$ cat config.mk
export PLATFORM = sky130hd
export DESIGN_NAME = m2_block_scheduler
export DESIGN_NICKNAME = d
export VERILOG_FILES = /design/src/rtl/m2_block_scheduler.sv
export SDC_FILE = /design/constraint.sdc
export NUM_CORES = 1
export LEC_CHECK = 0
export ABC_AREA = 1
export BUFFER_PORTS_ARGS = -buffer_cell sky130_fd_sc_hd__buf_2
export CORE_MARGIN = 3
export CORE_UTILIZATION = 30
export CTS_BUF_LIST = sky130_fd_sc_hd__clkbuf_8
export DETAILED_ROUTE_END_ITERATION = 8
export PLACE_DENSITY = 0.45
export SLEW_MARGIN = 20
export SYNTH_ARGS = -nofsm -noshare
export SYNTH_HDL_FRONTEND = slang
export SYNTH_SLANG_ARGS = --single-unit
$ cat constraint.sdc
create_clock -name Clock -period 6 [get_ports Clock]
set_clock_uncertainty 0.05 [all_clocks]
set_input_delay 1.2 -clock Clock [delete_from_list [all_inputs] [get_ports Clock]]
set_output_delay 1.2 -clock Clock [all_outputs]
set_load 0.01 [all_outputs]
$ cat src/rtl/m2_block_scheduler.sv
// m2_block_scheduler: sequences fetch (FS), column/row IDCT (CT/CS) and write (WS) over the 2400 Y/U/V blocks.
// Define M2_PERF_CNT_EN to add the stall_cycles counter output.
module m2_block_scheduler #(
   parameter int Y_COLS   = 40,
   parameter int UV_COLS  = 20,
   parameter int ROWS     = 30,
   parameter int PRE_BASE = 76800,
   parameter int U_BASE   = 38400,
   parameter int V_BASE   = 57600
) (
   input  logic        Clock,
   input  logic        Resetn,
   input  logic        Start,
   output logic        Done,
   output logic        busy,
   output logic        fs_start,
   output logic        ct_start,
   output logic        cs_start,
   output logic        ws_start,
   input  logic        fs_done,
   input  logic        ct_done,
   input  logic        cs_done,
   input  logic        ws_done,
   output logic [17:0] fs_base,
   output logic [8:0]  fs_stride,
   output logic [17:0] ws_base,
   output logic [7:0]  ws_stride,
   output logic        sram_owner,
   output logic        fs_bank,
   output logic [11:0] blk_fetched
`ifdef M2_PERF_CNT_EN
   ,
   output logic [23:0] stall_cycles
`endif
);

   localparam logic [11:0] TOTAL_BLKS = 12'(ROWS * (Y_COLS + 2 * UV_COLS));

   typedef enum logic [2:0] {
      S_IDLE, S_LI_FS, S_LI_CT, S_M1, S_M2, S_LO_CS, S_LO_WS, S_FIN
   } state_t;

   state_t      r_state, w_state_nx;
   logic [3:0]  r_flags, r_starts, w_mask, w_cap;
   logic        r_first, r_done, r_busy, r_owner, r_bank;
   logic        w_all, w_enter, w_go;
   logic [12:0] r_fpos, r_wpos, w_fpos_nx, w_wpos_nx;
   logic [17:0] r_fs_base, r_ws_base;
   logic [8:0]  r_fs_stride;
   logic [7:0]  r_ws_stride;
   logic [11:0] r_blk;

   // Engines owned by each phase, bit order {ws, cs, ct, fs}
   function automatic logic [3:0] f_mask(input state_t s);
      case (s)
         S_LI_FS: return 4'b0001;
         S_LI_CT: return 4'b0010;
         S_M1:    return 4'b0101;
         S_M2:    return 4'b1010;
         S_LO_CS: return 4'b0100;
         S_LO_WS: return 4'b1000;
         default: return 4'b0000;
      endcase
   endfunction

   function automatic logic [12:0] f_next(input logic [12:0] pos);
      logic [1:0] p;
      logic [4:0] r;
      logic [5:0] c;
      logic [5:0] last;
      {p, r, c} = pos;
      last = (p == 2'd0) ? 6'(Y_COLS - 1) : 6'(UV_COLS - 1);
      if (c != last) begin
         c = c + 6'd1;
      end else begin
         c = 6'd0;
         if (r != 5'(ROWS - 1)) begin
            r = r + 5'd1;
         end else begin
            r = 5'd0;
            p = (p == 2'd2) ? 2'd0 : p + 2'd1;
         end
      end
      return {p, r, c};
   endfunction

   function automatic logic [8:0] f_fs_stride(input logic [1:0] p);
      return (p == 2'd0) ? 9'd320 : 9'd160;
   endfunction

   function automatic logic [7:0] f_ws_stride(input logic [1:0] p);
      return (p == 2'd0) ? 8'd160 : 8'd80;
   endfunction

   function automatic logic [17:0] f_fs_base(input logic [12:0] pos);
      logic [17:0] base;
      case (pos[12:11])
         2'd0:    base = 18'(PRE_BASE);
         2'd1:    base = 18'(PRE_BASE + 76800);
         default: base = 18'(PRE_BASE + 115200);
      endcase
      return base + ((18'(pos[10:6]) * 18'(f_fs_stride(pos[12:11]))) << 3'd3) + (18'(pos[5:0]) << 3'd3);
   endfunction

   function automatic logic [17:0] f_ws_base(input logic [12:0] pos);
      logic [17:0] base;
      case (pos[12:11])
         2'd0:    base = 18'd0;
         2'd1:    base = 18'(U_BASE);
         default: base = 18'(V_BASE);
      endcase
      return base + ((18'(pos[10:6]) * 18'(f_ws_stride(pos[12:11]))) << 3'd3) + (18'(pos[5:0]) << 3'd2);
   endfunction

   // Done pulses count only for engines of the current phase, never in its start cycle, once each
   assign w_mask    = f_mask(r_state);
   assign w_cap     = {ws_done, cs_done, ct_done, fs_done} & w_mask & ~r_flags & {4{~r_first}};
   assign w_all     = (w_mask != 4'd0) && ((r_flags & w_mask) == w_mask);
   assign w_enter   = (w_state_nx != r_state);
   assign w_go      = (r_state == S_IDLE) && Start;
   assign w_fpos_nx = f_next(r_fpos);
   assign w_wpos_nx = f_next(r_wpos);

   // Phase sequencing
   always_comb begin
      w_state_nx = r_state;
      case (r_state)
         S_IDLE:  w_state_nx = Start ? S_LI_FS : S_IDLE;
         S_LI_FS: w_state_nx = w_all ? S_LI_CT : S_LI_FS;
         S_LI_CT: w_state_nx = w_all ? S_M1 : S_LI_CT;
         S_M1:    w_state_nx = w_all ? S_M2 : S_M1;
         S_M2: begin
            if (!w_all)                     w_state_nx = S_M2;
            else if (r_blk == TOTAL_BLKS)   w_state_nx = S_LO_CS;
            else                            w_state_nx = S_M1;
         end
         S_LO_CS: w_state_nx = w_all ? S_LO_WS : S_LO_CS;
         S_LO_WS: w_state_nx = w_all ? S_FIN : S_LO_WS;
         S_FIN:   w_state_nx = S_IDLE;
         default: w_state_nx = S_IDLE;
      endcase
   end

   // State register, sticky done flags and one-cycle start/Done pulses
   always_ff @(posedge Clock or negedge Resetn) begin
      if (!Resetn) begin
         r_state  <= S_IDLE;
         r_first  <= 1'b0;
         r_flags  <= 4'd0;
         r_starts <= 4'd0;
         r_done   <= 1'b0;
         r_busy   <= 1'b0;
      end else begin
         r_state  <= w_state_nx;
         r_first  <= w_enter;
         r_flags  <= w_enter ? 4'd0 : (r_flags | w_cap);
         r_starts <= w_enter ? f_mask(w_state_nx) : 4'd0;
         r_done   <= w_enter && (w_state_nx == S_FIN);
         r_busy   <= (w_state_nx != S_IDLE);
      end
   end

   // SRAM ownership and DP-RAM ping-pong bank
   always_ff @(posedge Clock or negedge Resetn) begin
      if (!Resetn) begin
         r_owner <= 1'b0;
         r_bank  <= 1'b0;
      end else begin
         if (w_go)
            r_bank <= 1'b0;
         else if (w_enter && (r_state == S_M1 || r_state == S_LI_CT))
            r_bank <= ~r_bank;
         else
            r_bank <= r_bank;
         if (w_enter && (w_state_nx == S_LI_FS || w_state_nx == S_M1))
            r_owner <= 1'b0;
         else if (w_enter && (w_state_nx == S_M2 || w_state_nx == S_LO_WS))
            r_owner <= 1'b1;
         else
            r_owner <= r_owner;
      end
   end

   // Fetch/write block counters; bases are computed from the advanced counter so they lead the next start
   always_ff @(posedge Clock or negedge Resetn) begin
      if (!Resetn) begin
         r_fpos      <= 13'd0;
         r_wpos      <= 13'd0;
         r_fs_base   <= 18'(PRE_BASE);
         r_fs_stride <= 9'd320;
         r_ws_base   <= 18'd0;
         r_ws_stride <= 8'd160;
         r_blk       <= 12'd0;
      end else if (w_go) begin
         r_fpos      <= 13'd0;
         r_wpos      <= 13'd0;
         r_fs_base   <= 18'(PRE_BASE);
         r_fs_stride <= 9'd320;
         r_ws_base   <= 18'd0;
         r_ws_stride <= 8'd160;
         r_blk       <= 12'd0;
      end else begin
         if (w_cap[0]) begin
            r_fpos      <= w_fpos_nx;
            r_fs_base   <= f_fs_base(w_fpos_nx);
            r_fs_stride <= f_fs_stride(w_fpos_nx[12:11]);
            r_blk       <= (r_blk == TOTAL_BLKS) ? r_blk : r_blk + 12'd1;
         end
         if (w_cap[3]) begin
            r_wpos      <= w_wpos_nx;
            r_ws_base   <= f_ws_base(w_wpos_nx);
            r_ws_stride <= f_ws_stride(w_wpos_nx[12:11]);
         end
      end
   end

`ifdef M2_PERF_CNT_EN
   logic [23:0] r_stall;
   logic [3:0]  w_held;
   logic        w_one;
   assign w_held = r_flags & w_mask;
   assign w_one  = (r_state == S_M1 || r_state == S_M2) && (w_held != 4'd0)
                   && ((w_held & (w_held - 4'd1)) == 4'd0);

   // Cycles an overlapped phase waits on its slower engine
   always_ff @(posedge Clock or negedge Resetn) begin
      if (!Resetn)                               r_stall <= 24'd0;
      else if (w_go)                             r_stall <= 24'd0;
      else if (w_one && (r_stall != {24{1'b1}})) r_stall <= r_stall + 24'd1;
      else                                       r_stall <= r_stall;
   end
   assign stall_cycles = r_stall;
`endif

   assign Done        = r_done;
   assign busy        = r_busy;
   assign fs_start    = r_starts[0];
   assign ct_start    = r_starts[1];
   assign cs_start    = r_starts[2];
   assign ws_start    = r_starts[3];
   assign fs_base     = r_fs_base;
   assign fs_stride   = r_fs_stride;
   assign ws_base     = r_ws_base;
   assign ws_stride   = r_ws_stride;
   assign sram_owner  = r_owner;
   assign fs_bank     = r_bank;
   assign blk_fetched = r_blk;

endmodule

Word level (Yosys, flattened, before mapping)
Cells that the tools add are included.

operators by class
  div/mod/pow operators = 0
  order comparisons = 0
  shift-type cells = 0
  bitwise logic cells = 8
  equality and inequality tests = 26
  $add $sub $neg = 11
  mux-type cells = 54
  reductions and logical operators = 21
  $mul = 2

operators with widths
  cell                                                                    count
  18-bit two-way mux                                                      8
  13-bit two-way mux                                                      4
  4-bit one-hot mux with 6 select lines                                   2
  12-bit two-way mux                                                      3
  18-bit one-hot mux with 2 select lines                                  1
  16-bit one-hot mux with 2 select lines                                  1
  9-bit two-way mux                                                       3
  3-bit equality test (second input constant)                             8
  6-bit two-way mux                                                       4
  8-bit two-way mux                                                       3
  3-bit one-hot mux with 8 select lines                                   1
  5-bit two-way mux                                                       4
  18-bit by 16-bit adder with 18-bit output                               1
  18-bit by 17-bit adder with 18-bit output                               1
  18-bit by 8-bit adder with 18-bit output                                1
  18-bit by 9-bit adder with 18-bit output                                1
  4-bit AND                                                               4
  2-bit two-way mux                                                       8
  5-bit by 9-bit multiplier with 14-bit output                            1
  5-bit by 8-bit multiplier with 13-bit output                            1
  12-bit by 1-bit adder with 12-bit output (second input constant)        1
  6-bit by 1-bit adder with 6-bit output (second input constant)          2
  12-bit equality test (second input constant)                            1
  3-bit by 2-bit equality test with 1-bit output (second input constant)  4
  24 further kinds                                                        54

storage, ports and cells
  memory bits (writable) = 0
  register bits after elaboration = 107
  latch bits = 0
  output and inout port bits = 73
  bits in read-only memories = 0
  memories kept = 0

Depth between registers and ports, before layout
Gate-level depths: netlist (run 1).

  depth after elaboration = 12
  gate-level depth with buffers = 32
  gate-level depth less buffers = 32

Worst setup path before layout (run 1)
Ideal clock, no wire load.

  path type = flip-flop to flip-flop
  from = register r_wpos[11]
  to = register r_ws_base[15] (netlist: ws_base[15])
  period minus slack after synthesis = 4.596 ns
  buffers on the path = 1
  data arrival time = 4.423 ns
  stages on the path, launching flop included = 28
  path slack = 1.404 ns
  library setup time = 0.123 ns
  data required time = 5.827 ns
  path through = dfrtp_1 nor2_2 inv_4 o31ai_4 nand3_4 inv_2 buf_6 o21ai_1 o21ai_2 mux2i_1 ha_1 inv_1 fa_1 inv_1 ha_1 ha_1 a21oi_1 nand2_1 a21o_1 a21oi_1 xnor2_1 ha_1 nand2_1 nor2_1 a211oi_1 nand2_1 o21ai_0 nand2_1

on the way
  longest elaborated chain between the ends = 12

ends and longest elaborated chain
  element                                                                                            line  text
  from (decl)                                                                                        47    logic [12:0] r_fpos, r_wpos, w_fpos_nx, w_wpos_nx;
  from (signal assigned)                                                                             210   r_wpos <= w_wpos_nx;
  parallel branches: the longest is 9 deep, another holds 18-bit by 16-bit adder with 18-bit output  -
  18-bit by 8-bit adder with 18-bit output (*)                                                       112   return base + ((18'(pos[10:6]) * 18'(f_ws_stride(pos[12:11]))) << 3'd3) + (18'(pos[5:0]) << 3'd2);
  18-bit two-way mux (*)                                                                             209   if (w_cap[3]) begin
  18-bit two-way mux (*)                                                                             194   end else if (w_go) begin
  to (signal assigned)                                                                               211   r_ws_base <= f_ws_base(w_wpos_nx);
  to (decl)                                                                                          48    logic [17:0] r_fs_base, r_ws_base;

Every way passes the cells marked *. The select of a mux whose other input is x is not followed.
A chain may end at the register's enable or synchronous reset.

Worst setup path in the final report (run 1)
  from = register r_fpos[12]
  to = register r_fs_base[17] (netlist: fs_base[17])

on the way
  longest elaborated chain between the ends = 12

ends and longest elaborated chain
  element                                                                                            line  text
  from (decl)                                                                                        47
  from (signal assigned)                                                                             204   r_fpos <= w_fpos_nx;
  parallel branches: the longest is 9 deep, another holds 18-bit by 17-bit adder with 18-bit output  -
  18-bit by 9-bit adder with 18-bit output (*)                                                       102   return base + ((18'(pos[10:6]) * 18'(f_fs_stride(pos[12:11]))) << 3'd3) + (18'(pos[5:0]) << 3'd3);
  18-bit two-way mux (*)                                                                             203   if (w_cap[0]) begin
  18-bit two-way mux (*)                                                                             194
  to (signal assigned)                                                                               189   r_fs_base <= 18'(PRE_BASE);
  to (signal assigned)                                                                               197   r_fs_base <= 18'(PRE_BASE);
  to (signal assigned)                                                                               205   r_fs_base <= f_fs_base(w_fpos_nx);
  to (decl)                                                                                          48

Marks and branches as above.

==> out/metrics.cfg, run 1 <==
[status]
outcome = complete, no violations

[floorplan]
num_rows = 51
core-area_sq_mm = 0.01965
initial_core_util_pct = 30.77
die_x_microns = 148.0
boundaryPins = 80
die_h_microns = 148.0
die_area_sq_mm = 0.02190

[logic_synthesis]
synth_common_cells = 148 x nand2_1, 102 x inv_1, 72 x dfrtp_1, 54 x ha_1, 53 x nor2_1
seq_area_frac_synth_pct = 32.40
synth-seq-cells = 78
syn_avg_cell_area_sq_um = 7.835
yosysTopAreaCell = dfrtp_1
yosys.area.top_type_share_pct = 29.79
synthFlopType = dfrtp_1
synth_cell_types = 48
synth_edf_count = 0
yosysMostFrequentCell = nand2_1
synth_area_leaders = dfrtp_1 30%, ha_1 11%, nand2_1 9.2%
syn_inst = 772
async_flop_share_pct = 100.0
yosysWarnings = 0
synth_area_sq_mm = 0.006048

[grt]
antenna_found_initial = 0
grt_pass1_wl_microns = 25390
grt_start_max_net_pins = 61
grt_usage_pct = 14.42
first_global_vias = 4846
grt_overflow_total = 0

[clock_tree]
ctsHtreeMaxLevel = 3
ctsHoldBuffers = 0
clk_pin_slew_ns = 0.08
insertion_delay_ns = 0.37
clock-sinks = 78
clockRootBuffer = clkbuf_8
numCtsBuffers = 9
cts_tree = yes
max-clock-path-buffers = 2
cts_setup_buffers = 0
cts-resized-gates = 0

[timing]
rsz0062_at_grt = no
min_period_ns = 5.144
max_freq_mhz = 194.4
hold_violations = 0
worst_slack_ns = 0.8562
finalCritPeriodShare_pct = 85.73
setup_violations = 0
max_slew.worst_pin.slew_ns = 0.7672
fin_tns_setup_ns = 0
slew_violations = 0
slew_headroom_pct = 48.85

[pwr]
power.share.sequential_pct = 25.4
pwr-share-clk_pct = 15.1
p_int_mw = 1.779
power.leakage_nw = 3.602
switchingPower_mw = 1.736
powerDensity_mw_per_mm2 = 520.8
pwr-share-comb_pct = 59.5
power_mw = 3.515
peakVddDrop_uv = 241.1
netSwitchingFraction_pct = 49.38

[cells_and_area]
n_antenna_cell = 0
multi_input_area_sq_mm = 0.003430
nets = 895
fillers = 2182
ff_latch_area_sq_mm = 0.001959
area_delta_synth_final_pct = 11.58
layout-drive-gt1-share_pct = 15.68
design_area_sq_mm = 0.006749

[worst_setup_path]
critPathBufInv = 6
cpMostUsedCell = nand2_1
worstPathMaxFanout = 13
crit_family = adder cells
cpMaxStageDelayCell = fa_1
critPathArrivalTime_ns = 5.35
slowest_delay_ns = 0.53
setup.worst_path.start_class = register
crit_path_end_kind = register
crit_type = register to register
cp.required_ns = 6.21

[hold_path]
hold_path_class = register to register

[placement]
dp_hpwl_microns = 11630
io_buffers = 64
pre_cts_slack_ns = 0.8271
routabilityCongestion = 0.8167
dpl_cell_area_sq_mm = 0.006487

[route]
dr.pass1.iters = 7
drtAntennaViolNets = 0
drc = 0
wl_per_cell_microns = 13.92
vias = 5018
drt-total-wl_microns = 15230
routed_via_density = 4.587
initialDrtViolationCount = 261

[flow_run]
max-cap-violations = 0

[registers in the layout (all words and copies together), names as in the netlist, 3 cells and up]
signal,count
blk_fetched,12
ws_base,10
r_starts,4
fs_base,10
r_wpos,13
r_fpos,13
r_flags,4
r_state,3
[power groups by stage]
| stage | Combinational (mW) | Clock (mW) | Sequential [mW] |
|---|---|---|---|
| 2_1_floorplan | 1.60 | 0 | 0.898 |
| 3_3_place_gp | 2.13 | 0 | 0.904 |
| 3_5_place_dp | 2.11 | 0 | 0.902 |
| 4_1_cts | 2.12 | 0.556 | 0.895 |
| 5_1_grt | 2.40 | 0.571 | 0.924 |
| 6_report | 2.09 | 0.529 | 0.894 |
[metal layers]
metal / global-route usage (%) / vias to the layer above / wire length (microns)
met1: 20.51 / 2312 / 7841
li1: - / 2616 / -
met5: 0 / - / 0
met4: 3.464 / 0 / 161
met2: 22.59 / 82 / 6742
met3: 2.912 / 8 / 480
[worst min-delay path: cells and delay by family, from the launching register on]
kind / cells / cell delay, ns
flops: 1 / 0.35
simple gates: 2 / 0.11
[area by class of cell]
cell class,count,share of cell area [%]
multi-input cells,555,50.82
clock buffers,9,1.835
repair buffers,65,4.894
clock inverters,7,2.039
well taps,265,4.913
flip-flops and latches,78,29.03
inverters,115,6.470
[logic make-up (layout without fill, tap and decap cells)]
family                   count (synthesis)  after routing  synth area share (%)
AND/OR/NAND/NOR                        304            304                 23.17
adder cells (fa/ha/maj)                 64             64                 14.48
AO/OA/AOI/OAI                          138            138                 13.80
other                                    2             23                0.1242
flip-flops                              78             78                 32.40
multiplexers                             3              3                0.4965
XOR/XNOR                                23             23                 3.331
buffers and inverters                  160            196                 12.21
[cells in the final DEF, fill, tap and decap left out, drive strengths merged, types with 11 or more instances in the layout]
cell type and count:
o21ai 59, ha 54, inv 116, o22ai 12
nor2 62, buf 65, nand3 52, nand4 21
xnor2 12, conb 23, dfrtp 72, xor2 11
nand2 157, a21oi 38
[final timing paths]
path | from | cells after the start | slack (ns) | endpoint
max | r_fpos[12] | 30 | 0.86 | fs_base[17]
min | ws_base[16] | 2 | 0.43 | ws_base[16]
max reg2reg | r_fpos[12] | 30 | 0.86 | fs_base[17]
min reg2reg | ws_base[16] | 2 | 0.43 | ws_base[16]
max in group asynchronous | Resetn | 2 | 4.19 | fs_base[12]
min in group asynchronous | Resetn | 1 | 0.65 | blk_fetched[10]
[stage by stage]
stage	hold WS, ns	std cells	util [%]
3_5_place_dp	0.4202	1078	33.01
6_report	0.4333	1094	34.34
2_1_floorplan	0.4313	793	-
5_1_grt	0.4658	1094	34.34
4_1_cts	0.4415	1094	34.34
3_3_place_gp	0.4110	1078	33.01
Note: power is estimated with default switching activity, not from simulation.
==> inputs of run 2 (changes only) <==
--- a/config.mk
+++ b/config.mk
@@ -6,13 +6,14 @@
 export NUM_CORES = 1
 export LEC_CHECK = 0
 export ABC_AREA = 1
-export BUFFER_PORTS_ARGS = -buffer_cell sky130_fd_sc_hd__buf_2
+export BUFFER_PORTS_ARGS = -buffer_cell sky130_fd_sc_hd__buf_4
+export CORE_ASPECT_RATIO = 0.9
 export CORE_MARGIN = 3
 export CORE_UTILIZATION = 30
 export CTS_BUF_LIST = sky130_fd_sc_hd__clkbuf_8
 export DETAILED_ROUTE_END_ITERATION = 8
 export PLACE_DENSITY = 0.45
-export SLEW_MARGIN = 20
+export SLEW_MARGIN = 0
 export SYNTH_ARGS = -nofsm -noshare
 export SYNTH_HDL_FRONTEND = slang
 export SYNTH_SLANG_ARGS = --single-unit
==> out/metrics.cfg, run 2 (synthesis results as in run 1) <==
[status]
outcome = complete, no violations

[floorplan]
num_rows = 48  ; -5.9%
boundaryPins = 80  ; unchanged
core-area_sq_mm = 0.01946  ; -0.99%
die_x_microns = 155.7  ; +5.2%
die_h_microns = 140.7  ; -4.9%
initial_core_util_pct = 31.08  ; +0.31 points
die_area_sq_mm = 0.02190  ; about the same

[cells_and_area]
mostFrequentLayoutCells = 148 x nand2_1, 105 x inv_1, 72 x dfrtp_1, 65 x buf_4, 54 x ha_1
fillers = 2124  ; -2.7%
n_antenna_cell = 0  ; unchanged
nets = 895  ; unchanged
utilization_pct = 34.88  ; +0.54 points
layout-drive-gt1-share_pct = 15.44  ; -0.24 points
design_area_sq_mm = 0.006787  ; +0.56%
final_common_cell = nand2_1
area_delta_synth_final_pct = 12.21

[timing]
fin_tns_setup_ns = 0  ; unchanged
hold_violations = 0  ; unchanged
max_freq_mhz = 190.3  ; -2.1%
rsz0062_at_grt = no
setup_violations = 0  ; unchanged
slew_violations = 0  ; unchanged
min_period_ns = 5.255  ; +0.1111 ns
hold-worst-slack_ns = 0.4399  ; +0.006623 ns
max_slew.worst_pin.slew_ns = 0.7019  ; -0.06537 ns
slew_headroom_pct = 53.21  ; +4.4 points
finalCritPeriodShare_pct = 87.58  ; +1.9 points

[pwr]
switchingPower_mw = 1.770  ; +2.0%
powerDensity_mw_per_mm2 = 508.3  ; -2.4%
pwr-share-comb_pct = 63.7  ; +4.2 points
power.share.sequential_pct = 26.1  ; +0.7 points
p_int_mw = 1.680  ; -5.6%
peakVddDrop_uv = 249.5  ; +3.5%
power_mw = 3.449  ; -1.9%
netSwitchingFraction_pct = 51.31  ; +1.9 points
power.leakage_nw = 3.580  ; -0.61%
pwr-share-clk_pct = 10.2  ; -4.9 points

[worst_setup_path]
cpMaxStageDelayCell = fa_1
slowest_delay_ns = 0.53  ; about the same
critPathArrivalTime_ns = 5.51  ; +0.16 ns
crit_path_end_kind = register
worstPathMaxFanout = 13  ; unchanged
cpMostUsedCell = nand2_1
setup.worst_path.start_class = register
rrSetupSlack_ns = 0.75  ; -0.11 ns
crit_type = register to register
cp.required_ns = 6.25  ; +0.04 ns

[route]
dr.pass1.iters = 5  ; -2
drt-total-wl_microns = 15870  ; +4.2%
drc = 0  ; unchanged
routed_via_density = 4.668  ; +1.8%
vias = 5037  ; +0.38%
initialDrtViolationCount = 214  ; -18%
wl_per_cell_microns = 14.70  ; +5.6%
drtAntennaViolNets = 0  ; unchanged

[placement]
dpl_cell_area_sq_mm = 0.006626  ; +2.1%
routabilityCongestion = 0.8272  ; +1.3%
dp_hpwl_microns = 11990  ; +3.1%
io_buffers = 64  ; unchanged

[clock_tree]
max-clock-path-buffers = 2  ; unchanged
numCtsBuffers = 9  ; unchanged
clk_pin_slew_ns = 0.08  ; about the same
ctsHtreeMaxLevel = 3  ; unchanged
clockRootBuffer = clkbuf_8
cts_tree = yes
cts-resized-gates = 0  ; unchanged
clock-sinks = 78  ; unchanged
ctsHoldBuffers = 0  ; unchanged
insertion_delay_ns = 0.37  ; about the same
cts_setup_buffers = 0  ; unchanged

[grt]
grt_overflow_total = 0  ; unchanged
first_global_vias = 5038  ; +4.0%
grt_usage_pct = 15.00  ; +0.58 points
grt_pass1_wl_microns = 26600  ; +4.8%
antenna_found_initial = 0  ; unchanged
grt_start_max_net_pins = 52  ; -15%

[hold_path]
hold_path_class = register to register

[flow_run]
max-cap-violations = 0  ; unchanged

==> run 2: cell count changes in the layout (fill, tap and decap cells not counted), sizes merged <==
cell | before | now
bufinv | 4 | 0
clkinvlp | 0 | 2
inv | 116 | 118
==> run 2: path summary, 6_finish.rpt <==
path                              from     endpoint  cells after the start
hold / removal             ws_base[16]  ws_base[16]                      2
setup / recovery            r_fpos[12]  fs_base[16]                     28
max in group asynchronous       Resetn   r_fpos[11]                      2
hold reg to reg            ws_base[16]  ws_base[16]                      2
setup reg to reg            r_fpos[12]  fs_base[16]                     28
min in group asynchronous       Resetn  fs_base[14]                      1
==> run 2: metrics by stage <==
stage | instances | setup slack, ns
after floorplan | 793 | 1.404
after global placement | 1063 | 0.6991
after detailed placement | 1063 | 0.7097
after CTS | 1079 | 0.6821
after global routing | 1079 | 0.2244
final | 1079 | 0.7451
==> run 2: per-layer routing <==
metal | vias up | wire, microns | GRT usage (%) | share of wire, %
met5 | - | 0 | 0 | 0
met4 | 0 | 134 | 2.672 | 0.84
met3 | 12 | 567 | 2.977 | 3.6
met2 | 93 | 6870 | 22.78 | 43
met1 | 2324 | 8291 | 22.34 | 52
li1 | 2608 | - | - | -
==> run 2: power groups by stage <==
stage / combinational (mW) / sequential (mW) / clock [mW]
detailed placement: 2.20 / 0.909 / 0
CTS: 2.22 / 0.902 / 0.370
global route: 2.53 / 0.931 / 0.389
global placement: 2.23 / 0.912 / 0
finish: 2.20 / 0.901 / 0.353
floorplan: 1.60 / 0.898 / 0
==> run 2: area by class of cell <==
type / instances / area, sq um / area share (%)
inverters: 115 / 436.7 / 6.434
multi-input cells: 555 / 3430 / 50.53
well taps: 250 / 312.8 / 4.609
repair buffers: 65 / 488.0 / 7.190
clock inverters: 7 / 36.28 / 0.5347
clock buffers: 9 / 123.9 / 1.825
flip-flops and latches: 78 / 1959 / 28.87
==> run 2: worst max-delay path, delay by kind of cell, from the launching register on <==
kind | cells | cell delay, ns
xor+xnor | 2 | 0.29
compound gates | 5 | 0.71
simple gates | 11 | 1.46
buf+inv | 5 | 0.34
flops | 1 | 0.43
fa+ha+maj | 5 | 1.90
